$ cat src/rtl/math_stack_seq_if.sv
// math_stack_seq_if: command handshake and stack status bundle for math_stack_seq
interface math_stack_seq_if #(
    parameter int WIDTH = 8,
    parameter int DEPTH = 4
);
    logic                       cmd_valid;
    logic                       cmd_ready;
    logic [3:0]                 cmd_op;
    logic [WIDTH-1:0]           cmd_data;
    logic [WIDTH-1:0]           top;
    logic [$clog2(DEPTH):0]     depth;
    logic                       busy;
    logic                       carry;
    logic                       err;
    modport master (
        output cmd_valid, cmd_op, cmd_data,
        input  cmd_ready, top, depth, busy, carry, err
    );
    modport slave (
        input  cmd_valid, cmd_op, cmd_data,
        output cmd_ready, top, depth, busy, carry, err
    );
endinterface

$ cat src/rtl/math_stack_seq.sv
// math_stack_seq: LIFO operand stack with single-cycle ALU ops and a shift-add multiplier
module math_stack_seq #(
    parameter int DEPTH = 4,
    parameter int WIDTH = 8
) (
    input logic clk,
    input logic rst,
    math_stack_seq_if.slave bus
);
    localparam int DW = $clog2(DEPTH) + 1;
    localparam int SW = $clog2(WIDTH);
    localparam logic [3:0] OP_PUSH = 4'h1, OP_DROP = 4'h2, OP_DUP = 4'h3, OP_SWAP = 4'h4;
    localparam logic [3:0] OP_ADD = 4'h5, OP_SUB = 4'h6, OP_MUL = 4'h7, OP_AND = 4'h8;
    localparam logic [3:0] OP_OR = 4'h9, OP_XOR = 4'hA, OP_CLR = 4'hC;
    typedef enum logic {S_IDLE, S_MUL} state_t;
    state_t state, nxt;
    logic [WIDTH-1:0]   stk [DEPTH];
    logic [DW-1:0]      cnt;
    logic [2*WIDTH-1:0] mcand, prod, prod_nxt;
    logic [WIDTH-1:0]   mplier, t, n, res;
    logic [WIDTH:0]     sum;
    logic [SW-1:0]      step;
    logic [1:0]         need;
    logic [3:0]         op;
    logic               acc, under, over, cy, last, binop, carry_r, err_r;
    assign op   = bus.cmd_op;
    assign t    = stk[0];
    assign n    = stk[1];
    assign acc  = bus.cmd_valid && state == S_IDLE;
    assign last = state == S_MUL && step == SW'(WIDTH - 1);
    assign bus.cmd_ready = state == S_IDLE;
    assign bus.busy      = state == S_MUL;
    assign bus.top       = stk[0];
    assign bus.depth     = cnt;
    assign bus.carry     = carry_r;
    assign bus.err       = err_r;
    // Operand checks, ALU result and the next multiply partial product
    always_comb begin
        need     = (op == OP_DROP || op == OP_DUP) ? 2'd1 :
                   (op == OP_SWAP || (op >= OP_ADD && op <= OP_XOR)) ? 2'd2 : 2'd0;
        under    = cnt < DW'(need);
        over     = (op == OP_PUSH || op == OP_DUP) && cnt == DW'(DEPTH);
        binop    = op == OP_ADD || op == OP_SUB || op == OP_AND || op == OP_OR || op == OP_XOR;
        sum      = {1'b0, n} + {1'b0, t};
        res      = op == OP_ADD ? sum[WIDTH-1:0] :
                   op == OP_SUB ? n - t :
                   op == OP_AND ? n & t :
                   op == OP_OR  ? n | t : n ^ t;
        cy       = op == OP_ADD ? sum[WIDTH] : op == OP_SUB ? t > n : 1'b0;
        prod_nxt = prod + (mplier[0] ? mcand : '0);
    end
    // State register
    always_ff @(posedge clk or posedge rst) begin
        if (rst) state <= S_IDLE;
        else     state <= nxt;
    end
    // Enter MUL on an accepted, well-formed multiply; leave after the last step
    always_comb begin
        nxt = state == S_IDLE ? ((acc && op == OP_MUL && !under) ? S_MUL : S_IDLE)
                              : (last ? S_IDLE : S_MUL);
    end
    // Shift-add multiplier: latch operands at start, one multiplier bit per cycle
    always_ff @(posedge clk or posedge rst) begin
        if (rst) begin
            mcand  <= '0;
            mplier <= '0;
            prod   <= '0;
            step   <= '0;
        end else if (acc && op == OP_MUL && !under) begin
            mcand  <= (2*WIDTH)'(n);
            mplier <= t;
            prod   <= '0;
            step   <= '0;
        end else if (state == S_MUL) begin
            prod   <= prod_nxt;
            mcand  <= mcand << 1;
            mplier <= mplier >> 1;
            step   <= step + 1'b1;
        end
    end
    // Stack storage (entry 0 is the top; popped slots refill with zero) and flags
    always_ff @(posedge clk or posedge rst) begin
        if (rst) begin
            for (int i = 0; i < DEPTH; i++) stk[i] <= '0;
            cnt     <= '0;
            carry_r <= 1'b0;
            err_r   <= 1'b0;
        end else if (last) begin
            stk[0] <= prod_nxt[WIDTH-1:0];
            for (int i = 1; i < DEPTH - 1; i++) stk[i] <= stk[i+1];
            stk[DEPTH-1] <= '0;
            cnt     <= cnt - 1'b1;
            carry_r <= |prod_nxt[2*WIDTH-1:WIDTH];
        end else if (acc) begin
            if (op == OP_CLR) begin
                for (int i = 0; i < DEPTH; i++) stk[i] <= '0;
                cnt     <= '0;
                carry_r <= 1'b0;
                err_r   <= 1'b0;
            end else if (under || over) begin
                err_r <= 1'b1;
            end else if (op == OP_PUSH || op == OP_DUP) begin
                for (int i = 1; i < DEPTH; i++) stk[i] <= stk[i-1];
                stk[0] <= op == OP_PUSH ? bus.cmd_data : t;
                cnt    <= cnt + 1'b1;
            end else if (op == OP_DROP) begin
                for (int i = 0; i < DEPTH - 1; i++) stk[i] <= stk[i+1];
                stk[DEPTH-1] <= '0;
                cnt <= cnt - 1'b1;
            end else if (op == OP_SWAP) begin
                stk[0] <= n;
                stk[1] <= t;
            end else if (binop) begin
                stk[0] <= res;
                for (int i = 1; i < DEPTH - 1; i++) stk[i] <= stk[i+1];
                stk[DEPTH-1] <= '0;
                cnt     <= cnt - 1'b1;
                carry_r <= cy;
            end
        end
    end
endmodule

$ cat src/flat_wrapper.sv
// flat-port wrapper written by rule: the top's interface ports become plain ports
module math_stack_seq_flat 
#(
    parameter int DEPTH = 4,
    parameter int WIDTH = 8
)
  (clk, rst, bus_cmd_valid, bus_cmd_op, bus_cmd_data, bus_cmd_ready, bus_top, bus_depth, bus_busy, bus_carry, bus_err);
  math_stack_seq_if #(.WIDTH(WIDTH), .DEPTH(DEPTH)) bus_i ();
  input logic clk;
  input logic rst;
  input wire logic [$bits(bus_i.cmd_valid)-1:0] bus_cmd_valid;
  input wire logic [$bits(bus_i.cmd_op)-1:0] bus_cmd_op;
  input wire logic [$bits(bus_i.cmd_data)-1:0] bus_cmd_data;
  output wire logic [$bits(bus_i.cmd_ready)-1:0] bus_cmd_ready;
  output wire logic [$bits(bus_i.top)-1:0] bus_top;
  output wire logic [$bits(bus_i.depth)-1:0] bus_depth;
  output wire logic [$bits(bus_i.busy)-1:0] bus_busy;
  output wire logic [$bits(bus_i.carry)-1:0] bus_carry;
  output wire logic [$bits(bus_i.err)-1:0] bus_err;
  assign bus_i.cmd_valid = bus_cmd_valid;
  assign bus_i.cmd_op = bus_cmd_op;
  assign bus_i.cmd_data = bus_cmd_data;
  assign bus_cmd_ready = bus_i.cmd_ready;
  assign bus_top = bus_i.top;
  assign bus_depth = bus_i.depth;
  assign bus_busy = bus_i.busy;
  assign bus_carry = bus_i.carry;
  assign bus_err = bus_i.err;
  math_stack_seq #(.DEPTH(DEPTH), .WIDTH(WIDTH)) u_core (.clk(clk), .rst(rst), .bus(bus_i));
endmodule
$ cat config.mk
export PLATFORM = sky130hd
export DESIGN_NAME = math_stack_seq_flat
export DESIGN_NICKNAME = d
export VERILOG_FILES = /design/src/rtl/math_stack_seq_if.sv /design/src/rtl/math_stack_seq.sv /design/src/flat_wrapper.sv
export SDC_FILE = /design/constraint.sdc
export NUM_CORES = 1
export LEC_CHECK = 0
export ABC_AREA = 1
export CAP_MARGIN = 20
export CORE_MARGIN = 4
export CORE_UTILIZATION = 66
export CTS_CLUSTER_SIZE = 16
export DETAILED_ROUTE_END_ITERATION = 16
export PLACE_DENSITY = 0.86
export SLEW_MARGIN = 20
export SYNTH_ARGS = -nofsm -noshare
export SYNTH_HDL_FRONTEND = slang
export SYNTH_SLANG_ARGS = --single-unit
$ cat constraint.sdc
create_clock -name clk -period 4.8 [get_ports clk]
set_input_delay 0.96 -clock clk [delete_from_list [all_inputs] [get_ports clk]]
set_output_delay 0.96 -clock clk [all_outputs]
set_load 0.005 [all_outputs]
==> results.py <==
metrics = {
    "run_status": {
        "status": "finished clean",
    },
    "place": {
        "hpwl_mm": 12.8,
        "port_buffers": 29,
        "dpl_worst_slack_ns": 1.10,
        "postPlaceCellArea_um2": 6490,
        "gp_congestion": 0.955,
    },
    "timing": {
        "fmax_mhz": 297,
        "final_max_slew_viol_count": 0,
        "setup_viol": 0,
        "fin_setup_tns_ns": 0,
        "relSlewSlack_pct": 44.8,
        "timing_hold_violations_final": 0,
        "final.setup.worst_slack_ns": 1.44,
        "tightest_slew_ns": 0.829,
        "skew_ns": 0.0154,
        "finalCriticalPeriod_ns": 3.36,
        "period_share_pct": 70.0,
        "rsz0062_at_grt": "no",
        "whs_ns": 0.499,
    },
    "critical_path": {
        "path_delay_family": "buffers and inverters",
        "worstSetupPathType": "in -> reg",
        "cp.required_ns": 5.07,
        "slowest_stage": "clkdlybuf4s50_1",
        "slowest_delay_ns": 0.66,
        "r2r_cells": 15,
        "path_buf_inv": 4,
        "cp-end-kind": "flip-flop",
        "cp.depth": 12,
        "cp_common_cell": "nand2_1",
        "critPathArrivalTime_ns": 3.64,
        "cp_max_fo": 27,
        "crit_path_cell_trace": "clkdlybuf4s50_1, nand2_1, a21oi_1, ha_1, nand2_1, nand2_2, nand2_1, buf_4, inv_1, nor2_4, inv_2, o22ai_1",
        "crit_path_start_kind": "input pin",
    },
    "cells_and_area": {
        "syn_to_final_growth_pct": 8.03,
        "fin_area_um2": 6700,
        "antennaDiodeCount": 0,
        "nets": 954,
        "final_cell_mix": "nand2_1 (275), inv_1 (130), dfrtp_1 (81)",
        "drive_above_1_share_pct": 7.70,
        "fillers": 738,
        "final_common_cell": "nand2_1",
    },
    "yosys": {
        "synth_cell_types": 42,
        "synthSimpleGateAreaFrac_pct": 29.2,
        "synth-seq-area-share_pct": 32.7,
        "syn_area_um2": 6200,
        "synth_top_family_by_area": "simple AND/OR/NAND/NOR gates",
        "ys.warnings.count": 0,
        "synth-edff-count": 0,
        "synth_flop_cell": "dfrtp_1",
        "synth_compound_area_share_pct": 14.3,
        "synthMuxAreaShare_pct": 0.161,
        "syn_nets": 941,
        "synth_area_per_cell_um2": 7.06,
        "syn-instance-count": 878,
        "ys_async_sr_fraction_pct": 100,
        "synth.ff_latch_count": 81,
        "synthXorXnorAreaFrac_pct": 2.12,
        "synthAdderAreaFrac_pct": 10.0,
    },
    "pwr": {
        "leakage_nw": 3.63,
        "combPwrFrac_pct": 52.9,
        "power.switching_mw": 1.72,
        "power_mw": 3.55,
        "ir_worst_vdd_uv": 345,
        "seqPwrFrac_pct": 33.5,
        "p_clk_share_pct": 13.6,
        "switching_share_pct": 48.4,
        "powerDensity_nw_per_um2": 530,
        "intPower_mw": 1.83,
    },
    "min_path": {
        "hold_class": "reg -> reg",
        "hold_depth": 1,
    },
    "floorplanning": {
        "die_area_um2": 11000,
        "start_util_pct": 67.4,
        "ios": 30,
        "core_area_um2": 9200,
        "die_width_um": 105,
        "die_h_um": 105,
        "rows": 35,
    },
    "clock_tree": {
        "hold_buffers": 0,
        "cts_tree": "yes",
        "cts.path.max_buffers": 2,
        "postCtsResizedCells": 0,
        "numCtsBuffers": 9,
        "cts_setup_buffers": 0,
        "cts.sinks": 81,
        "cts.clk_slew.worst_paths_ns": 0.08,
        "htreeDepth": 3,
        "clockRootBuffer": "clkbuf_8",
        "clk_latency_ns": 0.36,
    },
    "drt": {
        "vias_per_cell": 5.88,
        "wl_per_cell_um": 16.7,
        "drt_iter0_drc": 604,
        "drtPass1Iterations": 5,
        "vias": 5921,
        "wirelength_mm": 16.9,
        "antenna_left": 0,
        "drc_errors": 0,
    },
    "grt": {
        "grt_pass1_vias": 5942,
        "grt_pass1_wl_mm": 28.7,
        "grt_max_degree": 58,
        "overflow": 0,
        "antenna_found_initial": 0,
        "grt_use_total_pct": 32.2,
    },
    "flow_run": {
        "drv_cap": 0,
    },
}
[through the flow]
stage / std cells / utilization [%]
floorplan: 878 / -
global placement: 990 / 70.6
detailed placement: 990 / 70.6
CTS: 1006 / 72.6
global route: 1007 / 72.8
finish: 1007 / 72.8
[power groups by stage]
stage,Combinational (mW),Clock (mW),Sequential [mW]
after CTS,1.85,0.486,1.18
after detailed placement,1.84,0,1.19
after global placement,1.78,0,1.18
final,1.88,0.483,1.19
after global routing,2.14,0.517,1.22
after floorplan,1.41,0,1.07
[final timing paths]
path | start | endpoint | slack (ns)
max | bus_cmd_op[0] | u_core.mplier[7]$_DFFE_PP0P_ | 1.44
min | u_core.prod[9]$_DFFE_PP0P_ | u_core.prod[9]$_DFFE_PP0P_ | 0.50
max reg2reg | u_core.mplier[0]$_DFFE_PP0P_ | u_core.bus.carry$_DFFE_PP0P_ | 1.86
min reg2reg | u_core.prod[9]$_DFFE_PP0P_ | u_core.prod[9]$_DFFE_PP0P_ | 0.50
max in group asynchronous | rst | u_core.mplier[5]$_DFFE_PP0P_ | 2.99
min in group asynchronous | rst | u_core.prod[2]$_DFFE_PP0P_ | 0.87
[layout make-up]
class / instances / area (um2) / share of cell area [%]
multi-input combinational: 623 / 3470 / 51.7
sequential: 81 / 2030 / 30.3
inverter: 141 / 533 / 7.96
timing repair buffer: 35 / 348 / 5.19
tap: 111 / 139 / 2.07
clock buffer: 10 / 138 / 2.05
clock inverter: 6 / 48.8 / 0.728
[flip-flops by register name (all words and copies together) (netlist names)]
register,count
u_core.mplier,8
u_core.bus.depth,3
u_core.mcand,16
u_core.step,3
u_core.bus.err,1
u_core.bus.busy,1
u_core.bus.top,8
u_core.stk,16
u_core.bus.carry,1
u_core.prod,16
u_core.n,8
[cell usage after synthesis (7+ instances only)]
library cell / number / share of area [%]
buf_4: 11 / 1.3
ha_1: 45 / 9.1
clkbuf_1: 15 / 0.91
nor2_1: 36 / 2.2
dfrtp_1: 81 / 33
o21ai_0: 44 / 3.6
nand3_1: 57 / 4.6
inv_2: 9 / 0.54
o22ai_1: 17 / 1.7
inv_1: 131 / 7.9
xor2_1: 10 / 1.4
a21oi_1: 32 / 2.6
o21ai_1: 14 / 1.1
nor2_2: 7 / 0.71
nand2_1: 275 / 17
o2111ai_1: 10 / 1.4
o211ai_1: 11 / 1.3
[logic make-up (layout without fill, tap and decap cells)]
| family | Yosys count | count (layout) |
|---|---|---|
| and+or+nand+nor | 411 | 411 |
| muxes | 1 | 1 |
| xor gates and xnor gates | 15 | 15 |
| AOI/OAI and AO/OA | 148 | 148 |
| buffers and inverters | 174 | 192 |
| adders and majority gates | 48 | 48 |
| DFF | 81 | 81 |
[routing by layer]
layer / part of all wire (%) / track usage (%)
met4: 4.4 / 15.1
met1: 40 / 40.5
met3: 6.9 / 6.11
met2: 49 / 53.5
met5: 0 / 0
Note: power is estimated with default switching activity, not from simulation.
